==> src/rtl/jk_q_monitor_if.sv <==
// jk_q_monitor_if: JK output pair, clear and monitor results bundled for the monitor
// master: drives q/qb/clr, observes counters and flags
// slave : the monitor; samples q/qb/clr, drives counters and flags
interface jk_q_monitor_if #(parameter int CNT_W = 8);
    logic             q;
    logic             qb;
    logic             clr;
    logic [CNT_W-1:0] rise_cnt;
    logic [CNT_W-1:0] fall_cnt;
    logic [CNT_W-1:0] err_cnt;
    logic [3:0]       toggle_run;
    logic             osc_flag;
    logic             comp_err;
    logic             q_level;
    modport master(output q, qb, clr,
                   input rise_cnt, fall_cnt, err_cnt, toggle_run, osc_flag, comp_err, q_level);
    modport slave(input q, qb, clr,
                  output rise_cnt, fall_cnt, err_cnt, toggle_run, osc_flag, comp_err, q_level);
endinterface

==> src/rtl/jk_q_monitor.sv <==
// jk_q_monitor: tracks a JK flip-flop's q/qb pair, counting edges, complement faults and toggle runs
// clk/rst : clock and synchronous active-high reset
// bus     : slave side of jk_q_monitor_if (q, qb, clr in; counters and flags out, all registered)
module jk_q_monitor #(
    parameter int CNT_W   = 8,
    parameter int OSC_LEN = 4
) (
    input logic          clk,
    input logic          rst,
    jk_q_monitor_if.slave bus
);
    typedef enum logic [1:0] {INIT, LOW, HIGH, ERR} state_t;
    localparam logic [CNT_W-1:0] CMAX  = '1;
    localparam logic [3:0]       OSC_L = 4'(OSC_LEN);
    state_t           state, state_nx;
    logic [CNT_W-1:0] rise, fall, err, rise_nx, fall_nx, err_nx;
    logic [3:0]       run, run_raw, run_nx;
    logic             osc, osc_nx, cerr, lvl, lvl_nx;
    logic             valid, rise_e, fall_e, err_e;
    assign valid = bus.q ^ bus.qb;
    always_comb begin
        state_nx = state;
        rise_e   = 1'b0;
        fall_e   = 1'b0;
        err_e    = 1'b0;
        case (state)
            LOW: begin
                state_nx = !valid ? ERR : (bus.q ? HIGH : LOW);
                err_e    = !valid;
                rise_e   = valid && bus.q;
            end
            HIGH: begin
                state_nx = !valid ? ERR : (bus.q ? HIGH : LOW);
                err_e    = !valid;
                fall_e   = valid && !bus.q;
            end
            default: state_nx = !valid ? ERR : (bus.q ? HIGH : LOW);
        endcase
        // any non-edge cycle breaks the run; the run itself saturates at 15
        run_raw = (rise_e || fall_e) ? ((run == 4'hf) ? run : run + 4'd1) : 4'd0;
        run_nx  = bus.clr ? 4'd0 : run_raw;
        osc_nx  = !bus.clr && (osc || run_raw >= OSC_L);
        rise_nx = bus.clr ? '0 : (rise_e && rise != CMAX) ? rise + 1'b1 : rise;
        fall_nx = bus.clr ? '0 : (fall_e && fall != CMAX) ? fall + 1'b1 : fall;
        err_nx  = bus.clr ? '0 : (err_e && err != CMAX) ? err + 1'b1 : err;
        lvl_nx  = valid ? bus.q : lvl;
    end
    always_ff @(posedge clk) begin
        if (rst) begin
            state <= INIT;
            rise  <= '0;
            fall  <= '0;
            err   <= '0;
            run   <= 4'd0;
            osc   <= 1'b0;
            cerr  <= 1'b0;
            lvl   <= 1'b0;
        end else begin
            state <= state_nx;
            rise  <= rise_nx;
            fall  <= fall_nx;
            err   <= err_nx;
            run   <= run_nx;
            osc   <= osc_nx;
            cerr  <= state_nx == ERR;
            lvl   <= lvl_nx;
        end
    end
    assign bus.rise_cnt   = rise;
    assign bus.fall_cnt   = fall;
    assign bus.err_cnt    = err;
    assign bus.toggle_run = run;
    assign bus.osc_flag   = osc;
    assign bus.comp_err   = cerr;
    assign bus.q_level    = lvl;
endmodule

==> src/flat_wrapper.sv <==
// flat-port wrapper written by rule: the top's interface ports become plain ports
module jk_q_monitor_flat 
#(
    parameter int CNT_W   = 8,
    parameter int OSC_LEN = 4
)
  (clk, rst, bus_q, bus_qb, bus_clr, bus_rise_cnt, bus_fall_cnt, bus_err_cnt, bus_toggle_run, bus_osc_flag, bus_comp_err, bus_q_level);
  jk_q_monitor_if #(.CNT_W(CNT_W)) bus_i ();
  input logic clk;
  input logic rst;
  input wire logic [$bits(bus_i.q)-1:0] bus_q;
  input wire logic [$bits(bus_i.qb)-1:0] bus_qb;
  input wire logic [$bits(bus_i.clr)-1:0] bus_clr;
  output wire logic [$bits(bus_i.rise_cnt)-1:0] bus_rise_cnt;
  output wire logic [$bits(bus_i.fall_cnt)-1:0] bus_fall_cnt;
  output wire logic [$bits(bus_i.err_cnt)-1:0] bus_err_cnt;
  output wire logic [$bits(bus_i.toggle_run)-1:0] bus_toggle_run;
  output wire logic [$bits(bus_i.osc_flag)-1:0] bus_osc_flag;
  output wire logic [$bits(bus_i.comp_err)-1:0] bus_comp_err;
  output wire logic [$bits(bus_i.q_level)-1:0] bus_q_level;
  assign bus_i.q = bus_q;
  assign bus_i.qb = bus_qb;
  assign bus_i.clr = bus_clr;
  assign bus_rise_cnt = bus_i.rise_cnt;
  assign bus_fall_cnt = bus_i.fall_cnt;
  assign bus_err_cnt = bus_i.err_cnt;
  assign bus_toggle_run = bus_i.toggle_run;
  assign bus_osc_flag = bus_i.osc_flag;
  assign bus_comp_err = bus_i.comp_err;
  assign bus_q_level = bus_i.q_level;
  jk_q_monitor #(.CNT_W(CNT_W), .OSC_LEN(OSC_LEN)) u_core (.clk(clk), .rst(rst), .bus(bus_i));
endmodule
==> config.mk <==
export PLATFORM = sky130hd
export DESIGN_NAME = jk_q_monitor_flat
export DESIGN_NICKNAME = d
export VERILOG_FILES = /design/src/rtl/jk_q_monitor_if.sv /design/src/rtl/jk_q_monitor.sv /design/src/flat_wrapper.sv
export SDC_FILE = /design/constraint.sdc
export NUM_CORES = 1
export LEC_CHECK = 0
export CAP_MARGIN = 15
export CORE_MARGIN = 2
export CORE_UTILIZATION = 35
export CTS_CLUSTER_DIAMETER = 60
export DETAILED_ROUTE_END_ITERATION = 10
export PLACE_DENSITY = 0.67
export SYNTH_ARGS = -nofsm -noshare
export SYNTH_HDL_FRONTEND = slang
export SYNTH_SLANG_ARGS = --single-unit
==> constraint.sdc <==
create_clock -name clk -period 3.1 [get_ports clk]
set_input_delay 0.62 -clock clk [delete_from_list [all_inputs] [get_ports clk]]
set_output_delay 0.62 -clock clk [all_outputs]
set_load 0.03 [all_outputs]
==> results of run 1 <==
-- cells by family (layout without fill, tap and decap cells) --
group / count (synthesis) / after routing / synth area share [%]
mux: 4 / 4 / 2.52
compound gates: 41 / 41 / 16.8
simple gates: 77 / 77 / 26.9
buf+inv: 11 / 52 / 2.84
fa+ha+maj: 9 / 9 / 7.10
xor+xnor: 4 / 4 / 2.21
flops: 33 / 33 / 41.6
-- cells in the mapped netlist, types with 2 or more instances --
cell type | n | area, µm²
a21oi_1 | 10 | 50.1
dfxtp_1 | 33 | 661
nand3_1 | 11 | 55.1
nand2_1 | 11 | 41.3
nor3_1 | 5 | 25.0
a211oi_1 | 2 | 15.0
and3_1 | 3 | 18.8
nor2_1 | 19 | 71.3
o211ai_1 | 2 | 15.0
and2_1 | 3 | 18.8
o21a_1 | 2 | 15.0
and3_4 | 2 | 22.5
o21ai_0 | 9 | 45.0
o21ai_1 | 5 | 25.0
inv_1 | 8 | 30.0
nor2b_1 | 3 | 18.8
a311oi_1 | 2 | 17.5
and4_1 | 7 | 61.3
buf_2 | 3 | 15.0
a31oi_1 | 4 | 25.0
mux2i_1 | 4 | 40.0
ha_1 | 9 | 113
a211oi_2 | 3 | 37.5
xor2_1 | 3 | 26.3
nand4_1 | 5 | 31.3
-- sequential cells by signal (all words and copies together) (netlist names) --
register and cells:
u_core.bus.comp_err 1, u_core.bus.fall_cnt 8, u_core.bus.err_cnt 8, u_core.bus.osc_flag 1, u_core.bus.q_level 1, u_core.bus.toggle_run 4
u_core.state 2, u_core.bus.rise_cnt 8
-- through the flow --
| stage | utilization, % | hold slack [ns] | cells | setup slack (ns) |
|---|---|---|---|---|
| after floorplan | - | 0.581 | 179 | 1.39 |
| after global placement | 45.8 | 0.444 | 264 | 0.798 |
| after detailed placement | 45.8 | 0.448 | 264 | 0.769 |
| after CTS | 48.6 | 0.465 | 272 | 0.999 |
| after global routing | 48.6 | 0.493 | 272 | 0.941 |
| final | 48.6 | 0.456 | 272 | 1.01 |
-- worst min-delay path, stage by stage, from the launching register on --
cell	delay, ns
dfxtp_1	0.33
nand2_1	0.05
o21ai_0	0.05
-- layout make-up --
cell class | instances | area [µm²] | area share, %
multi-input cells | 135 | 881 | 41.7
inverters | 8 | 30.0 | 1.42
clock inverters | 2 | 37.5 | 1.78
clock buffers | 6 | 82.6 | 3.91
flip-flops and latches | 33 | 661 | 31.2
repair buffers | 36 | 358 | 16.9
well taps | 52 | 65.1 | 3.08
-- layer usage --
| metal | track usage, % | vias up | wire length (µm) | share of wire (%) |
|---|---|---|---|---|
| li1 | - | 733 | - | - |
| met1 | 17.3 | 625 | 1580 | 48 |
| met2 | 20.9 | 30 | 1540 | 47 |
| met3 | 4.22 | 0 | 161 | 4.9 |
| met4 | 6.92 | 0 | 0 | 0 |
| met5 | 0 | - | 0 | 0 |
-- worst max path at each step --
stage | from | to | slack, ns
after floorplan | bus_qb | u_core.bus.err_cnt[4]$_SDFFE_PP0P_ | 1.39
after global placement | bus_qb | u_core.bus.err_cnt[4]$_SDFFE_PP0P_ | 0.80
after detailed placement | bus_qb | u_core.bus.err_cnt[4]$_SDFFE_PP0P_ | 0.77
after CTS | u_core.bus.err_cnt[3]$_SDFFE_PP0P_ | bus_err_cnt[3] | 1.0
after global routing | u_core.bus.err_cnt[2]$_SDFFE_PP0P_ | bus_err_cnt[2] | 0.94
final | u_core.bus.rise_cnt[2]$_SDFFE_PP0P_ | bus_rise_cnt[2] | 1.01
-- power groups by stage --
stage          clock (mW)  combinational (mW)  sequential, mW
4_1_cts             0.437              0.0530           0.433
6_report            0.421              0.0524           0.433
5_1_grt             0.459              0.0586           0.434
2_1_floorplan           0              0.0258           0.449
3_3_place_gp            0              0.0524           0.443
3_5_place_dp            0              0.0530           0.443
==> impl_metrics.toml, run 1 <==
[die]
rows = 24
core_um2 = 4350
io_pins = 36
start_util_pct = 36.4
dieArea_um2 = 5090
dieWidth_um = 71.3
die_h_um = 71.3

[clock_tree]
cts_setup_buffers = 0
root_buffer = "clkbuf_8"
cts_hold_buf = 0
clk_pin_slew_ns = 0.07
insertion_delay_ns = 0.29
cts_resized = 0
cts_buffer_depth = 2
cts_buffers = 5
cts_tree = "built"
cts.sinks = 33
h-tree-depth = 2

[worst_setup_path]
cp_num_buf_inv = 1
r2r-start = "u_core.state[0]$_SDFF_PP0_"
cpPeakStageDelay_ns = 0.72
worstSetupEndpointType = "primary output"
path_delay_family = "buffers and inverters"
crit_type = "flop to primary output"
worst_r2r_endpoint = "u_core.bus.err_cnt[6]$_SDFFE_PP0P_"
r2r_slack_ns = 1.56
critPathSlowestCell = "clkdlybuf4s50_1"
worst-path-max-fanout = 9
critical_path.startpoint_type = "flop"
path_cells = "clkdlybuf4s50_1"
rr_worst_depth = 6
cp.depth = 1
arrival_ns = 1.47
critPathRequiredTime_ns = 2.48

[place]
io_buffers = 35
hpwl_um = 2380
place_congestion = 0.746
placed_area_um2 = 1990

[power_and_ir_drop]
vdd_drop_max_mv = 0.208
p_total_mw = 0.907
clkPwrFrac_pct = 46.4
netSwitchingFraction_pct = 21.4
pwr-share-comb_pct = 5.8
p_int_mw = 0.713
power.switching_mw = 0.194
pwr-share-seq_pct = 47.8
powerDensity_nw_per_um2 = 429
p_leak_nw = 0.786

[cells_and_area]
fin_nets = 233
drive_gt1_share_pct = 8.64
layout_commonest_cell = "clkdlybuf4s50_1"
final_cell_mix = "clkdlybuf4s50_1 (35), dfxtp_1 (33), nor2_1 (19), nand3_1 (11), nand2_1 (11)"
area_growth_pct = 33.3
antennaDiodeCount = 0
final_area_um2 = 2110
fillers = 424

[yosys]
yosysWarningCount = 0
syn_inst = 179
ys_ff_latch = 33
synth_flop_cell = "dfxtp_1"
synth_edf_count = 0
synthesis.nets = 193
postSynth.asyncResetShare_pct = 0
synth_cell_types = 36
synth-seq-area-share_pct = 41.6
netlist_area_um2 = 1590
syn_avg_cell_area_um2 = 8.86

[global_route]
grt_usage_pct = 13.6
grt_pass1_vias = 1220
antenna_found_initial = 0
grt_max_degree = 17
overflow = 0
grt_pass1_wl_um = 5460

[flow_run]
cap_violations = 0

[sta]
maxSlewHeadroom_pct = 55.2
finalSetupViolCount = 0
rsz0062_at_grt = "no"
hold_violations = 0
setup_tns_ns = 0
max_freq_mhz = 477
clock_skew_ns = 0.00824
fin_crit_ns = 2.09
report.final.slew_viol_count = 0
period_share_pct = 67.6
worst_slew_pin_slew_ns = 0.673

[routing]
via_count = 1388
wl_per_cell_um = 12.1
drt_iter0_drc = 74
drc_errors = 0
vias_per_cell = 5.10
routed_wl_um = 3290
drt_first_pass_iters = 4
ant_nets = 0

[run_status]
status = "finished clean"

[worst_hold_path]
holdPathEnd = "u_core.bus.osc_flag$_SDFF_PP0_"
holdCritStartpoint = "u_core.bus.osc_flag$_SDFF_PP0_"
hold_path_depth = 2
hold_class = "flop to flop"
No activity file was read; power rests on OpenSTA's default activity.
==> run 2: changes to the inputs <==
--- a/config.mk
+++ b/config.mk
@@ -10,7 +10,7 @@
 export CORE_UTILIZATION = 35
 export CTS_CLUSTER_DIAMETER = 60
 export DETAILED_ROUTE_END_ITERATION = 10
-export PLACE_DENSITY = 0.67
+export PLACE_DENSITY = 0.69
 export SYNTH_ARGS = -nofsm -noshare
 export SYNTH_HDL_FRONTEND = slang
 export SYNTH_SLANG_ARGS = --single-unit
==> constraint.sdc (replaced) <==
create_clock -name clk -period 1.75 [get_ports clk]
set_input_delay 0.35 -clock clk [delete_from_list [all_inputs] [get_ports clk]]
set_output_delay 0.35 -clock clk [all_outputs]
set_load 0.03 [all_outputs]
==> run 2 against run 1 <==
  * Core utilization rose by 2.2 points
  * Wire length rose by 0.70%
  * Global-route usage rose by 0.44 points
  * Hold slack improved by 0.014 ns
  * Via count rose by 3.7%
  * Flip-flop and latch count did not move
  * Setup slack got worse by 0.95 ns
  * Power rose by 59%
  * Register-to-register slack got worse by 1.3 ns
  * Clock-buffer cell count rose by 1
  * Clock power rose by 34%
  * Critical path depth did not move
  * Critical endpoint is now bus_err_cnt[7]
  * Largest power group unchanged
==> impl_metrics.toml, run 2 (synthesis gave the netlist of run 1 again) <==
[run_status]
status = "finished clean"

[clock_tree]
insertion_delay_ns = 0.28
h-tree-depth = 2
cts_setup_buffers = 0
root_buffer = "clkbuf_8"
clk_pin_slew_ns = 0.06
cts_buffers = 5
cts_hold_buf = 0
cts_buffer_depth = 2
cts_tree = "built"
cts.sinks = 33

[worst_setup_path]
worst-path-max-fanout = 4
worstSetupEndpointType = "primary output"
cp_num_buf_inv = 1
worstSetupStartpoint = "u_core.bus.err_cnt[7]$_SDFFE_PP0P_"
r2r-start = "u_core.state[0]$_SDFF_PP0_"
critPathSlowestCell = "clkdlybuf4s50_1"
arrival_ns = 1.35
critPathRequiredTime_ns = 1.40
path_cells = "clkdlybuf4s50_1"
cpPeakStageDelay_ns = 0.69
critical_path.startpoint_type = "flop"
crit_type = "flop to primary output"
path_delay_family = "buffers and inverters"

[routing]
drt_iter0_drc = 80
via_count = 1439
drt_first_pass_iters = 4
routed_wl_um = 3310
wl_per_cell_um = 11.7
ant_nets = 0
drc_errors = 0
vias_per_cell = 5.10

[place]
dp_slack_ns = -0.251
placed_area_um2 = 2090
dp.cells = 275
hpwl_um = 2410
io_buffers = 35
place_congestion = 0.747

[cells_and_area]
layout_commonest_cell = "dfxtp_1"
final_cell_mix = "dfxtp_1 (33), nor2_1 (19), clkdlybuf4s50_1 (13), dlymetal6s2s_1 (12)"
utilization_pct = 50.8
fin_nets = 244
area_growth_pct = 39.4
final_area_um2 = 2210
antennaDiodeCount = 0
drive_gt1_share_pct = 13.0
final-instance-count-excl-fill = 282

[sta]
fin_crit_ns = 1.70
maxSlewHeadroom_pct = 78.3
finalWorstSetupSlack_ns = 0.0515
hold_ws_ns = 0.470
report.final.slew_viol_count = 0
max_freq_mhz = 589
rsz0062_at_grt = "no"
worst_slew_pin_slew_ns = 0.325
setup_tns_ns = 0
period_share_pct = 97.1
hold_violations = 0
finalSetupViolCount = 0
clock_skew_ns = 0.00524

[global_route]
overflow = 0
grt_pass1_wl_um = 5680
grt_usage_pct = 14.1
grt_pass1_vias = 1267
grt_max_degree = 16
antenna_found_initial = 0

[die]
die_h_um = 71.3
dieWidth_um = 71.3
core_um2 = 4350
rows = 24
start_util_pct = 36.4
io_pins = 36
dieArea_um2 = 5090

[power_and_ir_drop]
p_total_mw = 1.44
p_leak_nw = 1.11
vdd_drop_max_mv = 0.450
powerDensity_nw_per_um2 = 653

[worst_hold_path]
holdCritStartpoint = "u_core.bus.osc_flag$_SDFF_PP0_"
hold_class = "flop to flop"

[flow_run]
cap_violations = 0
[run 2: worst reg2reg max path, stage by stage (launching register included)]
cell	delay [ns]
dfxtp_1	0.34
inv_1	0.05
ha_1	0.28
and2b_4	0.27
and3_4	0.21
and4_1	0.21
nor3_2	0.05
[run 2: final cells by class]
class                   instances  area [µm²]
clock buffers                   7        86.3
fillers                       418        2140
inverters                       8        30.0
multi-input cells             135         898
flip-flops and latches         33         661
well taps                      52        65.1
repair buffers                 47         470
[run 2: final timing paths]
kind	end	slack, ns	cells past startpoint
max	bus_err_cnt[7]	0.05	1
min	u_core.bus.osc_flag$_SDFF_PP0_	0.47	2
max reg2reg	u_core.bus.err_cnt[4]$_SDFFE_PP0P_	0.25	6
min reg2reg	u_core.bus.osc_flag$_SDFF_PP0_	0.47	2
[run 2: routing by layer]
metal / up-vias / global-route usage [%] / share of wire (%)
met2: 31 / 20.8 / 42
met3: 5 / 4.50 / 5.2
met4: 0 / 5.66 / 1.5
met5: - / 0 / 0
met1: 650 / 19.1 / 51
li1: 753 / - / -
[run 2: where the power goes]
| part | internal, mW | leakage [nW] | switching (mW) |
|---|---|---|---|
| registers | 0.761 | 0.267 | 0.00689 |
| clock network | 0.312 | 0.0443 | 0.254 |
| logic | 0.0542 | 0.795 | 0.0573 |
| total | 1.13 | 1.11 | 0.318 |
[run 2: what timing repair did]
item                       CTS  global route
gates resized for setup     10            14
setup endpoints to repair   10            14
pin swaps                    0             1
==> run 3: changes to the inputs <==
--- a/config.mk
+++ b/config.mk
@@ -8,6 +8,7 @@
 export CAP_MARGIN = 15
 export CORE_MARGIN = 2
 export CORE_UTILIZATION = 35
+export CTS_BUF_LIST = sky130_fd_sc_hd__clkbuf_4
 export CTS_CLUSTER_DIAMETER = 60
 export DETAILED_ROUTE_END_ITERATION = 10
 export PLACE_DENSITY = 0.69
==> run 3 against run 2 <==
  * Sequential power is essentially flat
  * Fmax shrank 0.10%
  * First-iteration DRC count increased by 34%
  * Clock power shrank 29%
  * Hold slack lost 0.0012 ns
==> impl_metrics.toml, run 3 (synthesis gave the netlist of run 1 again) <==
[run_status]
status = "finished clean"

[worst_setup_path]
arrival_ns = 1.35
worstSetupStartpoint = "u_core.bus.comp_err$_SDFF_PP0_"
cpPeakStageDelay_ns = 0.67
worstSetupEndpointType = "primary output"
critPathSlowestCell = "clkdlybuf4s50_1"
worst-path-max-fanout = 1
rr_worst_depth = 6
path_delay_family = "buffers and inverters"
path_cells = "clkdlybuf4s50_1"
crit_type = "flop to primary output"
r2r-start = "u_core.state[0]$_SDFF_PP0_"
worst_r2r_endpoint = "u_core.bus.err_cnt[6]$_SDFFE_PP0P_"
cp_num_buf_inv = 1
critical_path.startpoint_type = "flop"
r2r_slack_ns = 0.22
critPathRequiredTime_ns = 1.40

[clock_tree]
cts_buffer_depth = 2
cts_buffers = 5
root_buffer = "clkbuf_4"
clk_pin_slew_ns = 0.10
cts.sinks = 33
h-tree-depth = 2
insertion_delay_ns = 0.34
cts_tree = "built"
cts_setup_buffers = 0

[cells_and_area]
drive_gt1_share_pct = 12.2
fin_nets = 244
antennaDiodeCount = 0
area_growth_pct = 33.4
layout_commonest_cell = "dfxtp_1"
final_cell_mix = "dfxtp_1 (33), dlygate4sd2_1 (26), nor2_1 (19)"
final_area_um2 = 2120
utilization_pct = 48.6
final-instance-count-excl-fill = 282

[sta]
rsz0062_at_grt = "no"
fin_crit_ns = 1.70
period_share_pct = 97.2
worst_slew_pin_slew_ns = 0.318
setup_tns_ns = 0
finalSetupViolCount = 0
hold_ws_ns = 0.469
hold_violations = 0
maxSlewHeadroom_pct = 78.7
finalWorstSetupSlack_ns = 0.0498
max_freq_mhz = 588
report.final.slew_viol_count = 0
clock_skew_ns = 0.0121

[power_and_ir_drop]
clkPwrFrac_pct = 31.7
p_int_mw = 0.972
pwr-share-comb_pct = 8.3
p_leak_nw = 1.02
vdd_drop_max_mv = 0.352
powerDensity_nw_per_um2 = 604
power.switching_mw = 0.306
p_total_mw = 1.28
netSwitchingFraction_pct = 23.9
pwr-share-seq_pct = 60.0

[routing]
ant_nets = 0
wl_per_cell_um = 11.6
drc_errors = 0
drt_iter0_drc = 107
routed_wl_um = 3270
drt_first_pass_iters = 4
via_count = 1448
vias_per_cell = 5.13

[worst_hold_path]
hold_path_depth = 2
holdPathEnd = "u_core.bus.osc_flag$_SDFF_PP0_"
hold_class = "flop to flop"
holdCritStartpoint = "u_core.bus.osc_flag$_SDFF_PP0_"

[flow_run]
cap_violations = 0

[die]
io_pins = 36
rows = 24
dieArea_um2 = 5090
dieWidth_um = 71.3
start_util_pct = 36.4
die_h_um = 71.3
core_um2 = 4350

[place]
io_buffers = 35
place_congestion = 0.747
dp_slack_ns = -0.251
placed_area_um2 = 2090
dp.cells = 275
hpwl_um = 2410

[global_route]
overflow = 0
grt_pass1_vias = 1257
grt_max_degree = 16
grt_pass1_wl_um = 5710
antenna_found_initial = 0
grt_usage_pct = 14.2
run 3: final cells by class:
cell class,count,area (µm²)
Fill cell,427,2240
Timing Repair Buffer,47,430
Clock buffer,6,45.0
Tap cell,52,65.1
Inverter,8,30.0
Clock inverter,1,3.75
Multi-Input combinational cell,135,881
Sequential cell,33,661
run 3: how the worst max path moves through the flow:
| stage | slack, ns | depth (start not counted) | to |
|---|---|---|---|
| final | 0.05 | 1 | bus_comp_err |
| after detailed placement | -0.25 | 7 | u_core.bus.err_cnt[4]$_SDFFE_PP0P_ |
| after CTS | 0.02 | 1 | bus_err_cnt[2] |
| after global placement | -0.20 | 7 | u_core.bus.err_cnt[4]$_SDFFE_PP0P_ |
| after global routing | 0.02 | 1 | bus_comp_err |
| after floorplan | 0.26 | 5 | u_core.bus.rise_cnt[0]$_SDFFE_PP0P_ |
run 3: power by group through the flow:
| stage | combinational (mW) | clock [mW] | sequential (mW) |
|---|---|---|---|
| 2_1_floorplan | 0.0458 | 0 | 0.796 |
| 3_3_place_gp | 0.108 | 0 | 0.784 |
| 3_5_place_dp | 0.109 | 0 | 0.784 |
| 4_1_cts | 0.108 | 0.424 | 0.767 |
| 5_1_grt | 0.118 | 0.448 | 0.768 |
| 6_report | 0.106 | 0.404 | 0.767 |
run 3: routing by layer:
metal	track usage, %	share of wire [%]
met1	19.1	51
met2	20.7	42
met3	4.50	4.7
met4	6.29	2.1
met5	0	0
run 3: repair_timing:
action                     4_1_cts  5_1_grt
setup endpoints to repair       26        4
hold endpoints to repair         0        0
gates cloned                     0        0
pin swaps                        0        0
hold buffers                     0        0
resized for setup               26        4
run 3: worst register-to-register path, delay by kind of cell, from the launching register on:
family,cells,cell delay (ns)
compound gates,2,0.29
fa+ha+maj,1,0.28
flops,1,0.35
simple gates,2,0.48
buf+inv,1,0.05
